[src/rtl/dmem_arb_pkg.sv]
// rtl/dmem_arb_pkg.sv - shared types and default widths for the data-memory arbiter
package dmem_arb_pkg;

  localparam int DEF_ADDR_W   = 8;
  localparam int DEF_DATA_W   = 8;
  localparam int DEF_HOLD_MAX = 4;

  typedef enum logic [1:0] {
    IDLE   = 2'd0,
    ACCESS = 2'd1,
    RESP   = 2'd2
  } state_t;

  typedef enum logic {
    OWN_CPU = 1'b0,
    OWN_DBG = 1'b1
  } owner_t;

endpackage

[src/rtl/dmem_arb_select.sv]
// rtl/dmem_arb_select.sv - grant selection between CPU and debug ports
// Round-robin when DMEM_ARB_RR_EN is defined, else CPU priority with a starvation counter.
module dmem_arb_select
  import dmem_arb_pkg::*;
#(
  parameter int HOLD_MAX = DEF_HOLD_MAX
) (
  input  logic   clk,
  input  logic   rst,
  input  logic   c_req,
  input  logic   d_req,
  input  logic   grant,
  output owner_t sel
);

`ifdef DMEM_ARB_RR_EN
  owner_t last;

  // On contention, favour whichever port did not win the previous grant.
  always_comb begin
    sel = OWN_CPU;
    if (c_req && d_req)
      sel = (last == OWN_CPU) ? OWN_DBG : OWN_CPU;
    else if (d_req)
      sel = OWN_DBG;
  end

  always_ff @(posedge clk or posedge rst) begin
    if (rst)
      last <= OWN_DBG;
    else if (grant)
      last <= sel;
  end
`else
  logic [3:0] cnt;

  // CPU wins contention until the debug port has waited HOLD_MAX CPU grants.
  always_comb begin
    sel = OWN_CPU;
    if (c_req && d_req)
      sel = (cnt == 4'(HOLD_MAX)) ? OWN_DBG : OWN_CPU;
    else if (d_req)
      sel = OWN_DBG;
  end

  always_ff @(posedge clk or posedge rst) begin
    if (rst)
      cnt <= 4'd0;
    else if (!d_req)
      cnt <= 4'd0;
    else if (grant)
      cnt <= (sel == OWN_DBG) ? 4'd0 : cnt + 4'd1;
  end
`endif

endmodule

[src/rtl/dmem_arbiter.sv]
// rtl/dmem_arbiter.sv - two-port arbiter in front of a single data memory
// Optional round-robin arbitration via DMEM_ARB_RR_EN; default is CPU priority with hold limit.
module dmem_arbiter
  import dmem_arb_pkg::*;
#(
  parameter int ADDR_W   = DEF_ADDR_W,
  parameter int DATA_W   = DEF_DATA_W,
  parameter int HOLD_MAX = DEF_HOLD_MAX
) (
  input  logic              clk,
  input  logic              rst,
  input  logic              c_req,
  input  logic              c_we,
  input  logic [ADDR_W-1:0] c_addr,
  input  logic [DATA_W-1:0] c_wdata,
  output logic              c_ack,
  output logic              c_stall,
  input  logic              d_req,
  input  logic              d_we,
  input  logic [ADDR_W-1:0] d_addr,
  input  logic [DATA_W-1:0] d_wdata,
  output logic              d_ack,
  output logic [DATA_W-1:0] rdata,
  output logic [ADDR_W-1:0] mem_addr,
  output logic              mem_we,
  output logic [DATA_W-1:0] mem_din,
  input  logic [DATA_W-1:0] mem_dout
);

  state_t state;
  owner_t owner;
  owner_t sel;
  logic   lat_we;
  logic   grant;

  assign grant = (state == IDLE) && (c_req || d_req);

  dmem_arb_select #(
    .HOLD_MAX(HOLD_MAX)
  ) u_select (
    .clk  (clk),
    .rst  (rst),
    .c_req(c_req),
    .d_req(d_req),
    .grant(grant),
    .sel  (sel)
  );

  // mem_addr/mem_din double as the latched request so they hold between accesses.
  always_ff @(posedge clk or posedge rst) begin
    if (rst) begin
      state    <= IDLE;
      owner    <= OWN_CPU;
      lat_we   <= 1'b0;
      mem_addr <= '0;
      mem_din  <= '0;
      rdata    <= '0;
    end else begin
      case (state)
        IDLE: begin
          if (grant) begin
            owner <= sel;
            if (sel == OWN_CPU) begin
              lat_we   <= c_we;
              mem_addr <= c_addr;
              mem_din  <= c_wdata;
            end else begin
              lat_we   <= d_we;
              mem_addr <= d_addr;
              mem_din  <= d_wdata;
            end
            state <= ACCESS;
          end
        end
        ACCESS: begin
          rdata <= mem_dout;
          state <= RESP;
        end
        RESP:    state <= IDLE;
        default: state <= IDLE;
      endcase
    end
  end

  // Decoded from state so an asynchronous reset drops the write strobe at once.
  assign mem_we  = (state == ACCESS) && lat_we;
  assign c_ack   = (state == RESP) && (owner == OWN_CPU);
  assign d_ack   = (state == RESP) && (owner == OWN_DBG);
  assign c_stall = c_req && !c_ack;

endmodule

[config.mk]
export PLATFORM = sky130hd
export DESIGN_NAME = dmem_arbiter
export DESIGN_NICKNAME = d
export VERILOG_FILES = /design/src/rtl/dmem_arb_pkg.sv /design/src/rtl/dmem_arb_select.sv /design/src/rtl/dmem_arbiter.sv
export SDC_FILE = /design/constraint.sdc
export NUM_CORES = 1
export LEC_CHECK = 0
export CAP_MARGIN = 15
export CORE_ASPECT_RATIO = 1.25
export CORE_MARGIN = 3
export CORE_UTILIZATION = 45
export DETAILED_ROUTE_END_ITERATION = 10
export GPL_TIMING_DRIVEN = 0
export PLACE_DENSITY = 0.9
export SLEW_MARGIN = 5
export SYNTH_ARGS = -nofsm -noshare
export SYNTH_HDL_FRONTEND = slang
export SYNTH_SLANG_ARGS = --single-unit
[constraint.sdc]
create_clock -name clk -period 4.2 [get_ports clk]
set_input_delay 0.84 -clock clk [delete_from_list [all_inputs] [get_ports clk]]
set_output_delay 0.84 -clock clk [all_outputs]
set_load 0.005 [all_outputs]
; Yosys cells after proc, flatten, opt, wreduce, memory -nomap -nowiden
; Cells that the tools add are included.
[word_totals]
ff_bits = 32
in_bits = 46
out_inout_bits = 28
wordCells = 35
[classes]
addsub = 1
n_eq_ne = 5
mux = 11
bitwise_logic = 1
n_reduce_logical = 10
[op_table]
columns = op, n
row1 = 2-to-1 mux 8 bit, 2
row2 = 2-to-1 mux 4 bit, 3
row3 = logical AND 1 bit, 6
row4 = "adder 4 x 1 -> 4 bit, second input constant", 1
row5 = "== test 4 x 3 -> 1 bit, second input constant", 1
row6 = 2-to-1 mux 1 bit, 4
row7 = case mux 2 bit (2 select lines), 1
row8 = "== test 2 x 1 -> 1 bit, second input constant", 1
row9 = "== test 2 bit, second input constant", 1
row10 = logical NOT 2 bit, 1
row11 = 2-to-1 mux 2 bit, 1
row12 = "inequality test 2 x 1 -> 1 bit, second input constant", 1
row13 = "inequality test 2 bit, second input constant", 1
row14 = AND reduction 2 bit, 1
row15 = logical NOT 1 bit, 1
row16 = logical OR 1 bit, 1
row17 = inverter 1 bit, 1

; Longest topological paths before layout
; Gate-level depths: netlist (run 1).
[logic_depth]
ltp_word = 6
mapped_depth = 7

; Hierarchy
; From an unflattened synthesis (run 1), not the netlist that was laid out.
[hier_totals]
cells_unflattened = 112
hier_area_um2 = 1584.0
[by_module_without_submodules]
columns = module, instances, cells_per_inst, area_each_um2, seq_area_each_um2
row1 = dmem_arbiter, 1, 86, 1323.8, 700.7
row2 = dmem_arb_select, 1, 26, 260.2, 100.1

; Worst setup path after synthesis (run 1)
; Ideal clock, no wire load.
[synth_path]
path_kind = in2reg
startpoint = input port d_req
endpoint = register lat_we
setup_ns = 0.086
arrival_time_ns = 1.853
setup_slack_ns = 2.261
stages = 7
n_path_buf = 4
cell_sequence = buf_6 -> or2_1 -> buf_6 -> and2_4 -> buf_6 -> buf_6 -> o221ai_2
[synth_between]
elab_chain_len = 3
elab_cells_between_ends = 7
classes_between = mux: 3 / reduce/logical: 4
[synth_lines]
columns = item, line
row1 = start: declaration, dmem_arbiter.sv:18  ; input logic d_req,
row2 = "2-to-1 mux 1 bit, or another cell as far along", dmem_arb_select.sv:42  ; else if (d_req)
row3 = 2-to-1 mux 1 bit / logical AND 1 bit (equally long branches), "dmem_arb_select.sv:40, dmem_arbiter.sv:36"
row4 = 2-to-1 mux 1 bit / AND reduction 2 bit (equally long branches), --
row5 = end signal: assignment, dmem_arbiter.sv:64  ; lat_we <= c_we;
row6 = end signal: assignment, dmem_arbiter.sv:68  ; lat_we <= d_we;
row7 = end: declaration, dmem_arbiter.sv:33  ; logic lat_we;
; Parallel ways exist; a longest one is shown, timed or not.
; A chain may end at the register's enable or synchronous reset.

; Worst setup path in the final report (run 1)
[layout_path]
startpoint = input port c_req
endpoint = output port c_stall
[layout_between]
elab_chain_len = 1
[layout_lines]
columns = item, line
row1 = start: declaration, dmem_arbiter.sv:12  ; input logic c_req,
row2 = logical AND 1 bit, dmem_arbiter.sv:89  ; assign c_stall = c_req && !c_ack;
row3 = end: declaration, dmem_arbiter.sv:17  ; output logic c_stall,
; No other way between the ends.

==> results of run 1 <==
[area by class of cell]
class | count | area share
flip-flops and latches | 32 | 0.309
repair buffers | 73 | 0.289
multi-input cells | 91 | 0.271
plain buffers | 15 | 0.0372
inverters | 23 | 0.0333
clock buffers | 6 | 0.0280
well taps | 39 | 0.0188
clock inverters | 2 | 0.0135
[stage by stage]
stage	hold slack (ns)	total power (uW)	utilization	cell area [um^2]	worst slack (ns)
after detailed placement	0.492	1340	0.701	2480	1.35
final	0.505	1620	0.731	2590	1.32
after floorplan	0.499	953	-	1690	2.26
after CTS	0.507	1630	0.731	2590	1.33
after global placement	0.485	1310	0.693	2450	1.35
after global routing	0.532	1730	0.731	2590	1.30
[state kept, by name (all words and copies together), names as in the netlist]
register	count
lat_we	1
mem_addr	8
mem_din	8
owner	1
rdata	8
state	2
u_select.cnt	4
[per-layer routing]
layer / vias to the layer above / global-route usage / part of all wire
met4: 0 / 0.0940 / 0.023
li1: 752 / - / -
met2: 64 / 0.340 / 0.52
met3: 9 / 0.0399 / 0.061
met1: 749 / 0.255 / 0.39
met5: - / 0 / 0
[Yosys cell counts, types with 2 or more instances]
cell type / instances / area share
inv_1: 23 / 0.051
nand3_1: 18 / 0.053
nor2b_1: 2 / 0.0074
nor2_1: 2 / 0.0045
buf_6: 4 / 0.027
o21ai_0: 3 / 0.0089
o221ai_2: 8 / 0.071
nand2_1: 5 / 0.011
buf_2: 5 / 0.015
o221ai_1: 9 / 0.047
nand4_1: 17 / 0.063
clkbuf_1: 5 / 0.011
ha_1: 2 / 0.015
dfrtp_1: 32 / 0.48
mux2_2: 8 / 0.053
nor3b_1: 2 / 0.0089
[power by group]
| group | internal (uW) | switching, uW |
|---|---|---|
| sequential | 445 | 66.2 |
| combinational | 467 | 355 |
| clock | 176 | 111 |
[placed cells by master (no fill, tap or decap), types with 3 or more instances in the layout]
master,instances
o21ai_0,3
o221ai_1,9
nand2_1,5
nand3_1,18
buf_2,5
clkbuf_8,5
nand4_1,17
mux2_2,8
o221ai_2,8
clkbuf_1,6
clkdlybuf4s50_1,72
buf_6,4
inv_1,23
dfrtp_1,32
[logic make-up (layout without fill, tap and decap cells)]
logic type | after synthesis | count (layout)
and+or+nand+nor | 52 | 52
buffers and inverters | 38 | 119
muxes | 8 | 8
adders and majority gates | 2 | 2
AOI/OAI and AO/OA | 29 | 29
DFF | 32 | 32
[worst max-delay path, cell delays in order]
cell and delay (ns):
clkdlybuf4s50_1 0.51, inv_1 0.09, nor2_1 0.10, clkdlybuf4s50_1 0.50
[worst paths after layout]
| kind | to | depth (start not counted) |
|---|---|---|
| setup / recovery | c_stall | 4 |
| hold / removal | rdata[0] | 1 |
| setup reg to reg | mem_addr[1] | 6 |
| hold reg to reg | rdata[0] | 1 |
| max in group asynchronous | mem_addr[0] | 3 |
| min in group asynchronous | rdata[0] | 2 |
==> flow_summary.toml, run 1 <==
[status]
status = "finished clean"

[finish]
area.sequential_um2 = 801
synthToLayoutAreaGrowth_pct = 53.7
drive_above_1_share = 0.157
multi_input_area_um2 = 702
antenna_cells = 0
fill_cells = 259
nets = 289
final_cell_count_no_fill = 281

[setup_path]
start_kind = "primary input"
r2r-start = "u_select.cnt[0]"
worstSetupPathType = "primary input to output pin"
crit_path_start = "c_req"
rrSetupSlack_ns = 2.31
crit_fanout = 3
end_kind = "output pin"
cp.required_ns = 3.36
crit_arrival_ns = 2.04

[timing]
hold_viol_final = 0
tns_ns = 0
post-route-period-util = 0.685
finalSetupViolations = 0
rsz0062_at_grt = "no"
relSlewSlack = 0.574
clock.fmax_ghz = 0.348
maxSlewViolCount = 0
tightest_slew_ns = 0.639
fin_worst_skew_ns = 0.00355
fin_crit_ns = 2.88

[die]
initial_core_util = 0.476
coreArea_mm2 = 0.00354
die_h_um = 74.4
rows = 24
dieArea_mm2 = 0.00452
die_w_um = 60.7
ios = 74

[cts]
cts-root-buf = "clkbuf_8"
cts_tree = "built"
post_cts_buffers = 0
cts.htree.levels = 2
cts.hold.buffers_added = 0
clkLatencyLatePin_ns = 0.28
cts.sinks = 32
numCtsBuffers = 5
ctsResizeCount = 0
clk_pin_slew_ns = 0.06
clockBufferDepth = 2

[route]
routedWlPerCell_um = 15.3
vias = 1574
first_pass_iters = 4
drt-total-wl_um = 4310
ant_nets = 0
viasPerCell = 5.60
drtIter0Drc = 81
drc = 0

[power]
power.density_mw_per_mm2 = 626
p_leak_uw = 0.00110
vdd_ir_drop_max_mv = 0.365

[global_route]
grt_antenna_before_repair = 0
grt-ovfl-total = 0
grt_max_degree = 19
grt_pass1_wl_um = 6910
grt_use_total = 0.205
grt_pass1_vias = 1489

[worst_hold_path]
min_from = "rdata[0]"
min_path_type = "flop to flop"

[yosys]
synth_xor_xnor_area_share = 0
synthMuxAreaShare = 0.0535
synthSimpleGateAreaFrac = 0.177
synth-edff-count = 0
synth_compound_area_frac = 0.171
syn_nets = 209
synthCells = 161
synth_flop_cell = "dfrtp_1"
ys_warn_count = 0
synth_top_family_by_area = "simple AND/OR/NAND/NOR gates"
synth-seq-cells = 32
synth.distinct_cells = 32
ys_seq_area_frac = 0.475
syn_area_per_cell_um2 = 10.5
synth_area_mm2 = 0.00169
async_reset_ff_frac = 1.00
synth_fa_ha_area_frac = 0.0148

[placement]
dpl.cell_count = 273
gp_congestion = 0.810
hpwl_um = 3140
numPortBuffers = 72

[job]
drv_cap = 0
(Power assumes the default switching activity.)
==> run 2: changes to the inputs <==
--- a/config.mk
+++ b/config.mk
@@ -8,10 +8,10 @@
 export CAP_MARGIN = 15
 export CORE_ASPECT_RATIO = 1.25
 export CORE_MARGIN = 3
-export CORE_UTILIZATION = 45
+export CORE_UTILIZATION = 38
 export DETAILED_ROUTE_END_ITERATION = 10
 export GPL_TIMING_DRIVEN = 0
-export PLACE_DENSITY = 0.9
+export PLACE_DENSITY = 0.81
 export SLEW_MARGIN = 5
 export SYNTH_ARGS = -nofsm -noshare
 export SYNTH_HDL_FRONTEND = slang
==> constraint.sdc (replaced) <==
create_clock -name clk -period 2.3 [get_ports clk]
set_input_delay 0.46 -clock clk [delete_from_list [all_inputs] [get_ports clk]]
set_output_delay 0.46 -clock clk [all_outputs]
set_load 0.005 [all_outputs]
==> run 2 against run 1 <==
- worst setup slack got worse by 1.2 ns
- routed wire length up 1.0%
- die area rose by 17%
- total power grew 78%
- combinational power grew 82%
- clock skew is 0.0015 ns higher
- count of clock-buffer cells in the layout did not move
- via count shrank 1.5%
==> flow_summary.toml, run 2 (synthesis gave the netlist of run 1 again) <==
[timing]
maxSlewViolCount = 0
tns_ns = 0
relSlewSlack = 0.606
fin_worst_skew_ns = 0.00510
post-route-period-util = 0.951
fin_crit_ns = 2.19
tightest_slew_ns = 0.590
rsz0062_at_grt = "no"
clock.fmax_ghz = 0.457
hold_viol_final = 0
finalSetupViolations = 0

[setup_path]
crit_path_top_delay_cell = "clkdlybuf4s50_1"
cp.required_ns = 1.84
end_kind = "output pin"
slowest_delay_ns = 0.51
start_kind = "flop"
crit_buf_inv = 3
crit_fanout = 10
crit_arrival_ns = 1.73
critPathTopFamily = "buffers and inverters"
worstSetupPathType = "flop to output pin"
worstPathCellList = "buf_2 -> nand2b_1 -> buf_4 -> nor2_1 -> clkdlybuf4s50_1"

[route]
drt-met1-wl_um = 1800
ant_nets = 0
drt-total-wl_um = 4350
drtIter0Drc = 35
topRoutingLayerUsed = "met4"
vias = 1551
wl_met3_um = 213
wl_met2_um = 2290
routedWlPerCell_um = 14.6
viasPerCell = 5.20
drc = 0
first_pass_iters = 4

[cts]
cts-root-buf = "clkbuf_8"
cts_tree = "built"
clk_pin_slew_ns = 0.06
post_cts_buffers = 0
clkLatencyLatePin_ns = 0.29
cts.htree.levels = 2
numCtsBuffers = 5
cts.sinks = 32
cts.hold.buffers_added = 0
ctsResizeCount = 0
clockBufferDepth = 2

[power]
vdd_ir_drop_max_mv = 0.631
p_leak_uw = 0.00109
power.density_mw_per_mm2 = 1110

[global_route]
grt_use_total = 0.172
grt_pass1_wl_um = 6930
grt_pass1_vias = 1499
grt-ovfl-total = 0
grt_max_degree = 20
grt_antenna_before_repair = 0

[die]
coreArea_mm2 = 0.00420
dieArea_mm2 = 0.00528
ios = 74
die_w_um = 65.6
rows = 26
initial_core_util = 0.402
die_h_um = 80.5

[finish]
top_regs = "mem_addr: 8 flops, mem_din: 8 flops, rdata: 8 flops"
layout_commonest_cell = "clkdlybuf4s50_1"
antenna_cells = 0
final_cell_area_mm2 = 0.00260
drive_above_1_share = 0.161
nets = 289
multi_input_area_um2 = 702
synthToLayoutAreaGrowth_pct = 54.2
area.sequential_um2 = 801
final_cell_mix = "clkdlybuf4s50_1, dfrtp_1, inv_1"
fill_cells = 359

[placement]
post_dp_cell_area_mm2 = 0.00250
numPortBuffers = 72
gp_congestion = 0.817
hpwl_um = 3110

[worst_hold_path]
min_path_type = "primary input to flop"

[status]
status = "finished clean"

[job]
drv_cap = 0
-- run 2: metal layers --
layer	up-vias	GRT usage
met4	0	0.0519
met1	750	0.199
met2	46	0.304
met5	-	0
li1	750	-
met3	5	0.0476
-- run 2: layout make-up --
cell class                      instances  area share
Buffer                                 15      0.0380
Clock buffer                            6      0.0318
Clock inverter                          2     0.00385
Inverter                               23      0.0332
Multi-Input combinational cell         91       0.270
Sequential cell                        32       0.308
Tap cell                               56      0.0270
Timing Repair Buffer                   73       0.288
-- run 2: metrics by stage --
| step | hold WS [ns] | cells | setup slack, ns | total power (uW) | util |
|---|---|---|---|---|---|
| 2_1_floorplan | 0.499 | 161 | 0.721 | 1740 | - |
| 3_3_place_gp | 0.486 | 289 | 0.206 | 2420 | 0.590 |
| 3_5_place_dp | 0.493 | 290 | 0.178 | 2450 | 0.597 |
| 4_1_cts | 0.463 | 298 | 0.0609 | 2910 | 0.619 |
| 5_1_grt | 0.475 | 298 | 0.00364 | 3090 | 0.619 |
| 6_report | 0.471 | 298 | 0.112 | 2880 | 0.619 |
-- run 2: power by group --
group	internal (uW)	switching [uW]	total [uW]
Clock	238	209	447
Sequential	813	120	933
Combinational	858	643	1500
Total	1910	972	2880
-- run 2: worst paths after layout --
check / cells after the start / endpoint / slack [ns] / startpoint
max: 5 / mem_we / 0.11 / state[1]
min: 3 / u_select.cnt[1] / 0.47 / d_req
max reg2reg: 6 / mem_addr[0] / 0.39 / u_select.cnt[0]
min reg2reg: 1 / rdata[6] / 0.50 / rdata[6]
max in group asynchronous: 3 / mem_addr[1] / 1.26 / rst
min in group asynchronous: 2 / rdata[3] / 0.53 / rst
-- run 2: worst register-to-register path, cell delays in order, from the launching register on --
cell and delay (ns):
dfrtp_1 0.41, inv_1 0.06, ha_1 0.22, nand4b_2 0.21, a21boi_2 0.44, buf_4 0.29
o221ai_1 0.13
